### src/rtl/dff_pipe_pkg.sv
// Shared types and sizing helpers for the dff_pipe delay line.
// DFF_PIPE_PARITY_EN adds a per-stage parity bit to the stage tag.
package dff_pipe_pkg;

  localparam int DFF_PIPE_WIDTH = 8;
  localparam int DFF_PIPE_DEPTH = 4;

  function automatic int cnt_w(input int depth);
    return $clog2(depth + 1);
  endfunction

  // Sideband that travels with each data word.
  typedef struct packed {
    logic vld;
`ifdef DFF_PIPE_PARITY_EN
    logic par;
`endif
  } stageTag_t;

endpackage

### src/rtl/dff_pipe_stage.sv
// One enabled, flushable register of a data word plus its tag.
// Parity reset value follows RST_VAL under DFF_PIPE_PARITY_EN.
module dff_pipe_stage
  import dff_pipe_pkg::*;
#(
  parameter int              WIDTH   = DFF_PIPE_WIDTH,
  parameter logic [WIDTH-1:0] RST_VAL = '0
) (
  input  logic             c,
  input  logic             rst,
  input  logic             en,
  input  logic             flush,
  input  logic [WIDTH-1:0] d,
  input  stageTag_t        dTag,
  output logic [WIDTH-1:0] q,
  output stageTag_t        qTag
);

`ifdef DFF_PIPE_PARITY_EN
  localparam stageTag_t RST_TAG = '{vld: 1'b0, par: ^RST_VAL};
`else
  localparam stageTag_t RST_TAG = '{vld: 1'b0};
`endif

  always_ff @(posedge c or posedge rst) begin
    if (rst) begin
      q    <= RST_VAL;
      qTag <= RST_TAG;
    end else if (flush) begin
      q    <= RST_VAL;
      qTag <= RST_TAG;
    end else if (en) begin
      q    <= d;
      qTag <= dTag;
    end
  end

endmodule

### src/rtl/dff_pipe_always_ff.sv
// WIDTH x DEPTH enabled delay line with valid tracking and occupancy count.
// DFF_PIPE_PARITY_EN enables per-stage parity and the sticky perr flag.
module dff_pipe_always_ff
  import dff_pipe_pkg::*;
#(
  parameter int              WIDTH   = DFF_PIPE_WIDTH,
  parameter int              DEPTH   = DFF_PIPE_DEPTH,
  parameter logic [WIDTH-1:0] RST_VAL = '0
) (
  input  logic                      c,
  input  logic                      rst,
  input  logic                      en,
  input  logic                      flush,
  input  logic [WIDTH-1:0]          d,
  input  logic                      vin,
  output logic [WIDTH-1:0]          q,
  output logic                      vout,
  output logic [cnt_w(DEPTH)-1:0]   count,
  output logic                      perr
);

  localparam int CW = cnt_w(DEPTH);

  logic [WIDTH-1:0] stageData [DEPTH+1];
  stageTag_t        stageTag  [DEPTH+1];

  assign stageData[0]    = d;
  assign stageTag[0].vld = vin;
`ifdef DFF_PIPE_PARITY_EN
  assign stageTag[0].par = ^d;
`endif

  for (genvar i = 0; i < DEPTH; i++) begin : gStage
    dff_pipe_stage #(
      .WIDTH   (WIDTH),
      .RST_VAL (RST_VAL)
    ) uStage (
      .c     (c),
      .rst   (rst),
      .en    (en),
      .flush (flush),
      .d     (stageData[i]),
      .dTag  (stageTag[i]),
      .q     (stageData[i+1]),
      .qTag  (stageTag[i+1])
    );
  end

  assign q    = stageData[DEPTH];
  assign vout = stageTag[DEPTH].vld;

  // A word entering and one leaving on the same edge cancel out.
  always_ff @(posedge c or posedge rst) begin
    if (rst) begin
      count <= '0;
    end else if (flush) begin
      count <= '0;
    end else if (en) begin
      count <= count + CW'(vin) - CW'(vout);
    end
  end

`ifdef DFF_PIPE_PARITY_EN
  always_ff @(posedge c or posedge rst) begin
    if (rst) begin
      perr <= 1'b0;
    end else if (flush) begin
      perr <= 1'b0;
    end else if (vout && (stageTag[DEPTH].par != ^q)) begin
      perr <= 1'b1;
    end
  end
`else
  assign perr = 1'b0;
`endif

endmodule

### config.mk
export PLATFORM = sky130hd
export DESIGN_NAME = dff_pipe_always_ff
export DESIGN_NICKNAME = d
export VERILOG_FILES = /design/src/rtl/dff_pipe_pkg.sv /design/src/rtl/dff_pipe_stage.sv /design/src/rtl/dff_pipe_always_ff.sv
export SDC_FILE = /design/constraint.sdc
export NUM_CORES = 1
export LEC_CHECK = 0
export ABC_AREA = 1
export CELL_PAD_IN_SITES_DETAIL_PLACEMENT = 1
export CELL_PAD_IN_SITES_GLOBAL_PLACEMENT = 1
export CORE_MARGIN = 4
export CORE_UTILIZATION = 43
export DETAILED_ROUTE_END_ITERATION = 8
export PLACE_DENSITY = 0.85
export SLEW_MARGIN = 15
export SYNTH_ARGS = -nofsm -noshare
export SYNTH_HDL_FRONTEND = slang
export SYNTH_HIERARCHICAL = 1
export SYNTH_SLANG_ARGS = --single-unit
### constraint.sdc
create_clock -name c -period 4.5 [get_ports c]
set_input_delay 0.45 -clock c [delete_from_list [all_inputs] [get_ports c]]
set_output_delay 0.45 -clock c [all_outputs]
set_load 0.02 [all_outputs]
==> results.yml <==
critical_path:
  crit_fanout: 10
  r2r_slack_ns: 2.79
  max_stage_delay_ns: 1.17
  worstSetupEndpoint: "gStage[1].uStage/q[5]"
  endpoint_kind: "flip-flop"
  worstSetupPathType: "input port to flip-flop"
  reg2reg_depth: 9
  r2r-start: "gStage[3].uStage/qTag"
  startpoint: "flush"
  r2r-end: "count[2]"
  worstSetupStartpointType: "input port"
  cp.required_ns: 4.68
  slowest_stage: "clkdlybuf4s50_1"
  worst-path-stages: 4
  worstPathArrival_ns: 2.08
  cp_top_family: "buffers and inverters"
  path_cells: "clkdlybuf4s50_1 -> inv_2 -> nand3_1 -> nand2_1"
  crit_buf_inv: 2
clock_tree:
  htreeDepth: 2
  cts_root_buf: "clkbuf_8"
  cts_buffers: 5
  postCtsSetupBuffers: 0
  clkLatencyLatePin_ns: 0.29
  cts_buffer_depth: 2
  cts_resized: 0
  hold_buffers: 0
  cts_num_sinks: 39
  cts_tree: "done"
  clk_pin_slew_ns: 0.07
placement:
  routabilityCongestion: 0.711
  place_area_sq_mm: 0.00198
  place_inst: 258
  dp_hpwl_microns: 2680
  port_buffers: 24
global_route:
  grt_usage_pct: 15.8
  grt_pass1_wl_microns: 6320
  use_met3_pct: 3.93
  grt_busiest_layer: "met2"
  grt_pass1_vias: 1394
  grt.overflow.total: 0
  grtUsageMet1_pct: 17.8
  grt_max_degree: 42
  grt_antenna_before_repair: 0
  met2_usage_pct: 28.4
routing:
  via_count: 1282
  drt-initial-drc-count: 46
  drc_errors: 0
  wl_per_cell_microns: 13.1
  drt-pass1-iter-count: 4
  viasPerCell: 4.82
  antenna_left: 0
  wl_microns: 3480
layout:
  drive_gt1_share_pct: 8.72
  fin_cells: 266
  area_growth_syn_to_layout_pct: 20.7
  antennaDiodeCount: 0
  nets: 233
  fin_area_sq_mm: 0.00210
timing:
  hold_violations: 0
  relSlewSlack_pct: 29.9
  worst_slew_pin_slew_ns: 1.05
  finalSetupTns_ns: 0
  final-setup-viol-count: 0
  fmax_mhz: 528
  whs_ns: 0.476
  skew_ns: 0.00460
  drv_slew: 0
  period_needed_ns: 1.89
  rsz0062_at_grt: "no"
  fin_crit_sh_pct: 42.1
logic_synthesis:
  synth_cells: 191
  ys_seq_area_share_pct: 56.2
  synth_nets: 207
  synth_top_area_share_pct: 56.2
  synth_top_cell_by_area: "dfrtp_1"
  ys_ff_latch: 39
  netlist_area_sq_mm: 0.00174
  yosys_warnings: 6
  syn_avg_cell_area_sq_um: 9.09
  ys_types: 15
  ys_top_cells_by_area: "dfrtp_1 (56%), nand2_1 (17%), nand3_1 (11%), nor2_8 (4.6%), inv_1 (3.0%)"
worst_hold_path:
  hp-class: "flip-flop to flip-flop"
  hp-start: "gStage[2].uStage/q[5]"
power:
  p_leak_nw: 1.15
  peakVddDrop_uv: 209
  power.density_mw_per_mm2: 350
  finalPower_uw: 733
die:
  initial_core_util_pct: 46.1
  die_x_microns: 71.6
  ios: 26
  die_h_microns: 71.6
  fp.dieArea_sq_mm: 0.00512
  core_sq_mm: 0.00377
  rows: 22
outcome:
  status: "complete, no violations"
job:
  drv_cap: 0
[worst register-to-register path: stages (launching register included)]
cell     delay [ns]
dfrtp_1        0.40
ha_1           0.29
inv_1          0.06
ha_1           0.13
inv_1          0.04
fa_1           0.39
inv_1          0.08
nand2_1        0.06
nand3_1        0.09
nand2_1        0.07
[metal layers]
layer / vias up / wire [microns]
met1: 602 / 1380
li1: 652 / -
met5: - / 0
met3: 5 / 154
met4: 0 / 54
met2: 23 / 1890
[cells by family (layout without fill, tap and decap cells)]
logic type	after synthesis	in the layout	share of synthesized area (%)
other	1	1	0.216
AOI/OAI and AO/OA	2	2	0.648
adders and majority gates	3	3	2.59
and+or+nand+nor	123	123	33.4
DFF	39	39	56.2
buffers and inverters	23	50	6.92
[layout make-up]
cell class	instances	area, sq um
timing repair buffer	24	235
multi-input combinational	129	641
clock buffer	6	82.6
tap	48	60.1
inverter	18	67.6
clock inverter	2	35.0
fill	449	1670
sequential	39	976
[worst min path at each step]
| stage | endpoint | slack [ns] | depth (start not counted) |
|---|---|---|---|
| after global routing | gStage[3].uStage/q[5] | 0.50 | 2 |
| after global placement | gStage[3].uStage/q[5] | 0.46 | 2 |
| after detailed placement | gStage[3].uStage/q[5] | 0.46 | 2 |
| after floorplan | count[0] | 0.20 | 1 |
| final | gStage[2].uStage/q[5] | 0.48 | 2 |
| after CTS | gStage[3].uStage/q[5] | 0.48 | 2 |
[per-stage QoR]
stage / utilization, % / setup slack [ns]
after CTS: 55.6 / 2.59
after floorplan: - / 2.85
after global placement: 52.5 / 2.36
after detailed placement: 52.5 / 2.31
final: 55.6 / 2.61
after global routing: 55.6 / 2.49
[registers in the layout (all words and copies together) (netlist names)]
register / flops
count: 3
gStage.uStage/q: 32
gStage.uStage/qTag: 4
[Yosys cell counts (all sizes together)]
master  number
nand2       79
dfrtp       39
nand3       39
inv         18
buf          5
nor2         5
ha           2
conb         1
fa           1
o21ai        1
o22ai        1
[cells in the final DEF (no fill, tap or decap)]
master / instances
ha_1: 2
dfrtp_1: 39
nand3_1: 39
inv_1: 14
buf_2: 1
clkdlybuf4s50_1: 23
o22ai_1: 1
nand2_1: 78
clkbuf_8: 6
conb_1: 1
clkinv_2: 1
nor2_2: 1
fa_1: 1
bufinv_16: 1
nor2_8: 4
nand2_2: 1
o21ai_0: 1
inv_2: 4
[where the power goes]
group	internal [mW]	total (mW)	switching [mW]
clock	0.179	0.297	0.118
combinational	0.0247	0.0685	0.0438
sequential	0.361	0.367	0.00647
(Power assumes the default switching activity.)
